$ cat config.mk
export PLATFORM = sky130hd
export DESIGN_NAME = coin_dispenser
export DESIGN_NICKNAME = d
export VERILOG_FILES = /design/src/rtl/coin_dispenser.sv
export SDC_FILE = /design/constraint.sdc
export NUM_CORES = 1
export LEC_CHECK = 0
export ABC_CLOCK_PERIOD_IN_PS = 4500
export CORE_MARGIN = 2
export CORE_UTILIZATION = 47
export CTS_CLUSTER_SIZE = 30
export DETAILED_ROUTE_END_ITERATION = 7
export PLACE_DENSITY = 0.72
export SETUP_SLACK_MARGIN = 0.5
export SLEW_MARGIN = 20
export SYNTH_ARGS = -nofsm -noshare
export SYNTH_HDL_FRONTEND = slang
export SYNTH_SLANG_ARGS = --single-unit
export TNS_END_PERCENT = 30
$ cat constraint.sdc
create_clock -name clk -period 4.5 [get_ports clk]
set_input_delay 0.675 -clock clk [delete_from_list [all_inputs] [get_ports clk]]
set_output_delay 0.675 -clock clk [all_outputs]
set_load 0.1 [all_outputs]
$ cat src/rtl/coin_dispenser.sv
// Change-return dispenser: plans a greedy Rs.2/Re.1 split against the coin
// inventories, then fires the eject solenoids one coin at a time.
module coin_dispenser #(
  parameter int AMT_W     = 4,
  parameter int INV_W     = 6,
  parameter int PULSE_CYC = 2,
  parameter int GAP_CYC   = 1
) (
  input  logic             clk,
  input  logic             rst,
  input  logic             req,
  input  logic [AMT_W-1:0] amount,
  input  logic             load,
  input  logic [INV_W-1:0] load_c1,
  input  logic [INV_W-1:0] load_c2,
  output logic             busy,
  output logic             eject1,
  output logic             eject2,
  output logic             done,
  output logic             err,
  output logic [INV_W-1:0] inv_c1,
  output logic [INV_W-1:0] inv_c2
);

  localparam int CW   = AMT_W + 1;
  localparam int WW   = (CW > INV_W) ? CW : INV_W;
  localparam int MAXC = (PULSE_CYC > GAP_CYC) ? PULSE_CYC : GAP_CYC;
  localparam int TW   = (MAXC > 1) ? $clog2(MAXC) : 1;

  typedef enum logic [2:0] {IDLE, PLAN, PULSE, GAP, DONE, ERR} state_t;

  state_t           state, state_nxt;
  logic [AMT_W-1:0] amt_q;
  logic [CW-1:0]    cnt1, cnt2;
  logic [CW-1:0]    coins_left;
  logic [TW-1:0]    tick;
  logic [WW-1:0]    half_w, inv1_w, inv2_w, n2_w, n1_w;
  logic             last_pulse, last_gap, short_c1, nothing_due;

  // Plan is evaluated in a width wide enough for both amount and inventory
  assign half_w      = WW'(amt_q >> 1);
  assign inv1_w      = WW'(inv_c1);
  assign inv2_w      = WW'(inv_c2);
  assign n2_w        = (half_w < inv2_w) ? half_w : inv2_w;
  assign n1_w        = WW'(amt_q) - (n2_w << 1);
  assign short_c1    = (n1_w > inv1_w);
  assign nothing_due = (n1_w == '0) && (n2_w == '0);

  assign coins_left = cnt1 + cnt2;
  assign last_pulse = (state == PULSE) && (tick == TW'(PULSE_CYC - 1));
  assign last_gap   = (state == GAP) && (tick == TW'(GAP_CYC - 1));

  always_ff @(posedge clk) begin
    if (rst) state <= IDLE;
    else     state <= state_nxt;
  end

  always_comb begin
    state_nxt = state;
    case (state)
      IDLE:  if (req && !load) state_nxt = PLAN;
      PLAN: begin
        if (short_c1)         state_nxt = ERR;
        else if (nothing_due) state_nxt = DONE;
        else                  state_nxt = PULSE;
      end
      PULSE: if (last_pulse) state_nxt = (coins_left == CW'(1)) ? DONE : GAP;
      GAP:   if (last_gap)   state_nxt = PULSE;
      DONE:  state_nxt = IDLE;
      ERR:   state_nxt = IDLE;
      default: state_nxt = IDLE;
    endcase
  end

  // Rs.2 coins drain first, so the active coin type is simply cnt2 != 0
  always_ff @(posedge clk) begin
    if (rst) begin
      amt_q  <= '0;
      cnt1   <= '0;
      cnt2   <= '0;
      tick   <= '0;
      inv_c1 <= '0;
      inv_c2 <= '0;
    end else begin
      case (state)
        IDLE: begin
          if (load) begin
            inv_c1 <= load_c1;
            inv_c2 <= load_c2;
          end else if (req) begin
            amt_q <= amount;
          end
        end
        PLAN: begin
          cnt2 <= CW'(n2_w);
          cnt1 <= CW'(n1_w);
          tick <= '0;
        end
        PULSE: begin
          if (last_pulse) begin
            tick <= '0;
            if (cnt2 != '0) begin
              cnt2   <= cnt2 - CW'(1);
              inv_c2 <= inv_c2 - INV_W'(1);
            end else begin
              cnt1   <= cnt1 - CW'(1);
              inv_c1 <= inv_c1 - INV_W'(1);
            end
          end else begin
            tick <= tick + TW'(1);
          end
        end
        GAP: begin
          if (last_gap) tick <= '0;
          else          tick <= tick + TW'(1);
        end
        default: ;
      endcase
    end
  end

  assign busy   = (state != IDLE);
  assign eject2 = (state == PULSE) && (cnt2 != '0);
  assign eject1 = (state == PULSE) && (cnt2 == '0);
  assign done   = (state == DONE);
  assign err    = (state == ERR);

endmodule

==> run summary <==
Walking the worst path, the cells encountered are inv_1, ha_1, a21boi_0, o31ai_2, mux2i_2, ha_1, inv_1, fa_1, xnor2_2, inv_1, ha_1, nand3_1, o21bai_1, a41oi_1, nand3_1, a211o_1, nand3_1. Counting every instance in the synthesized netlist gives 291. 37 I/O pins were placed. Before antenna repair, the detailed router went through 4 iterations. Ranked by total cell area, the synthesized netlist is headed by sky130_fd_sc_hd__dfxtp_1, sky130_fd_sc_hd__ha_1, sky130_fd_sc_hd__o21ai_0.

Dividing the detail-routed via count by the number of cells gives 5.759. Capturing element type of the critical path: a register. The count of unresolved DRC violations after routing is 0.

Across all layers, the routed design uses 2,177 vias. The worst path meets setup with 0.7462 ns of slack. The die outline height was 73.53 um.

The number of global-route vias before repair was 1,948. The count of filler cells inserted in the layout was 426. The site row count was 25; the cell area after synthesis was 2272 um^2. Dividing the synthesized area by the synthesized cell count gives 7.808 um^2. The fraction of registers with async set/reset was 0%; the clock sink count was 30.

For this run, the post-layout net count is 364. The flow ran to the end, and the final reports show no timing, DRC or antenna violations. The overall overflow remaining after global route is 0. CTS placed an instance of sky130_fd_sc_hd__clkbuf_8 at the clock tree root.

The count of buffering cells on the critical path with inverters included came out at 3. For the max capacitance violation total, the log shows 0. The die footprint is 5407 um^2, and the clock slew seen by the registers of the worst setup and hold paths is 0.07 ns. The synthesized design contains 30 register bits.

For the pin with the worst max-slew slack, the measured transition is 1.068 ns. The critical-path maximum fanout was 5. The maximum buffer depth of the clock tree came out at 2. STA classifies the critical path startpoint as a register.

The most used flip-flop cell after synthesis is sky130_fd_sc_hd__dfxtp_1. Worst endpoint data arrival time: 3.99 ns. On the critical path, the stage with the largest delay is an instance of sky130_fd_sc_hd__fa_1. The overall routing resource usage is 21.01%, and the total of warnings raised by yosys is 0. The initial utilization of the core area, before any placement, comes to 48.43%. In this run, synthesis inferred 0 flip-flops with an integrated enable.

Across all hold checks on the routed design, the worst slack comes to 0.5252 ns. Grouping stages by cell kind, the critical path spends the most delay in adder cells. The cell taking the most area after synthesis was sky130_fd_sc_hd__dfxtp_1. Power comes to 1.849 mW. Path category of the worst min-delay check: register to register. The layout overhead on the synthesized area works out to 21.70%.

The area of the core was 4692 um^2; the post-synth net total was 332. The required time at the endpoint of the critical path was 4.73 ns. The power per unit of standard cell area was 668.8 nW/um^2; the worst-case clock skew was 0.007833 ns. Leading cell type in the layout, fill and taps excluded: sky130_fd_sc_hd__clkdlybuf4s50_1. The first global-routing pass estimated 8852 um of wire. The congestion estimate from routability-driven global placement came to 0.8821.

The worst path uses 83.42% of the clock period. The run gives 0 as the count of antenna-violating nets left after detailed routing. The worst pin sits at a relative slew slack of 28.72%.

VDD sags by at most 0.0004150 V. At the placement stage, the worst setup path has a slack of 0.4584 ns. Static timing analysis puts the maximum clock frequency at 266.4 MHz. Setup repair after global routing left no endpoint under its margin. Of the post-synthesis cell area, the dominant cell type holds 26.43%. For this block, the routed nets add up to 5374 um of wire. The tools report the accumulated negative setup slack as 0 ns. The clock network latency to the later pin of the worst-skew pair is 0.29 ns. The number of antenna diodes came out at 0. Summed over all cells, the static leakage comes to 1.113 nW. The setup check on the worst reg-to-reg path leaves a slack of 0.75 ns. The synthesized netlist contains 51 unique library cells. The post-route netlist has 8.951% of its cells at a drive strength greater than 1. The library cells used most frequently in the layout, excluding fill and tap cells, are sky130_fd_sc_hd__clkdlybuf4s50_1, sky130_fd_sc_hd__nor2_1, sky130_fd_sc_hd__inv_1. The count of port buffers added during placement is 36. The type of the worst setup path is register to register. The total number of H-tree levels is 2. Measured along the x axis, the die boundary spans 73.53 um. After detailed routing, the average wire length per cell comes to 14.22 um. The highest cell delay on the worst timing path works out to 0.42 ns.

The final-report setup violation count was 0; the portion of the post-synthesis area used by sequential elements was 26.43%. TritonCTS built the clock tree. The max-slew violation count is 0, and the largest net degree at the start of global routing is 28. Once detailed placement completed, the half-perimeter wirelength came to 3978 um.

TritonCTS created 5 clock buffers. The initial antenna violation count was 0; the count of routing violations after the opening detailed-route iteration was 138. The shortest period the worst path allows is 3.754 ns.

The total count of hold-check failures in the final report was 0.
## worst min-delay path: stages (launching register included)
cell	delay, ns
sky130_fd_sc_hd__dfxtp_4	0.36
sky130_fd_sc_hd__a21oi_1	0.06
sky130_fd_sc_hd__nor2_1	0.07
## synth_stat cells (3+ instances only)
master                     count
sky130_fd_sc_hd__nor2_1       31
sky130_fd_sc_hd__dfxtp_1      30
sky130_fd_sc_hd__inv_1        27
sky130_fd_sc_hd__o21ai_0      25
sky130_fd_sc_hd__nand2_1      21
sky130_fd_sc_hd__a21oi_1      19
sky130_fd_sc_hd__ha_1         19
sky130_fd_sc_hd__nand3_1      12
sky130_fd_sc_hd__mux2i_1      11
sky130_fd_sc_hd__nor3_1        9
sky130_fd_sc_hd__clkbuf_1      8
sky130_fd_sc_hd__a211oi_1      6
sky130_fd_sc_hd__a22oi_1       5
sky130_fd_sc_hd__buf_2         5
sky130_fd_sc_hd__nand2b_1      5
sky130_fd_sc_hd__xnor2_1       5
sky130_fd_sc_hd__a221oi_1      4
sky130_fd_sc_hd__a311oi_1      3
sky130_fd_sc_hd__nand3b_1      3
sky130_fd_sc_hd__nand4_1       3
## area by class of cell
class / count / area, um^2 / area share [%]
Tap cell: 54 / 67.56 / 2.443
Sequential cell: 30 / 608.1 / 21.99
Inverter: 27 / 101.3 / 3.665
Clock buffer: 7 / 86.33 / 3.122
Timing Repair Buffer: 40 / 385.4 / 13.94
Clock inverter: 1 / 5.005 / 0.1810
Multi-Input combinational cell: 219 / 1511 / 54.66
## what timing repair did
item,CTS,global route
endpoints found under the setup margin,1,3
setup buffers,1,1
hold buffers,0,0
pin swaps,1,2
resized for setup,0,3
## per-stage QoR
step | util [%] | std cells | area [um^2]
6_report | 58.93 | 378 | 2765
5_1_grt | 58.93 | 378 | 2765
4_1_cts | 58.51 | 377 | 2745
3_5_place_dp | 56.40 | 368 | 2646
3_3_place_gp | 56.40 | 368 | 2646
2_1_floorplan | - | 291 | 2278
## sequential cells by signal, indices dropped and copies added (netlist names)
register / cells
state: 3
amt_q: 4
inv_c1: 6
cnt1: 5
inv_c2: 6
cnt2: 5
tick: 1
## report_power, final
group,switching [mW],leakage (nW),internal [mW]
logic,0.768,0.817,0.426
clock network,0.104,0.0482,0.123
registers,0.0985,0.247,0.329
total,0.971,1.11,0.878
## cells by family after synthesis
family / Yosys count / synth area share (%)
compound gates: 81 / 23.40
xor+xnor: 6 / 2.313
fa+ha+maj: 21 / 12.22
buf+inv: 42 / 7.544
flops: 30 / 26.43
mux: 11 / 4.846
simple gates: 100 / 23.24
## worst paths after layout
| kind | start | end | cells past startpoint |
|---|---|---|---|
| min reg2reg | inv_c2[1]$_SDFFE_PP0P_ | inv_c2[1]$_SDFFE_PP0P_ | 2 |
| max | inv_c2[1]$_SDFFE_PP0P_ | state[0]$_SDFFE_PP0P_ | 17 |
| min | inv_c2[1]$_SDFFE_PP0P_ | inv_c2[1]$_SDFFE_PP0P_ | 2 |
| max reg2reg | inv_c2[1]$_SDFFE_PP0P_ | state[0]$_SDFFE_PP0P_ | 17 |
## routing by layer
layer	share of wire, %	global-route usage, %	vias to the layer above	wire, um
li1	-	-	1107	-
met1	50	29.15	1014	2684
met2	45	32.84	50	2409
met3	4.1	4.115	6	218
met4	1.1	6.465	0	61
met5	0	0	-	0
(Power assumes the default switching activity.)
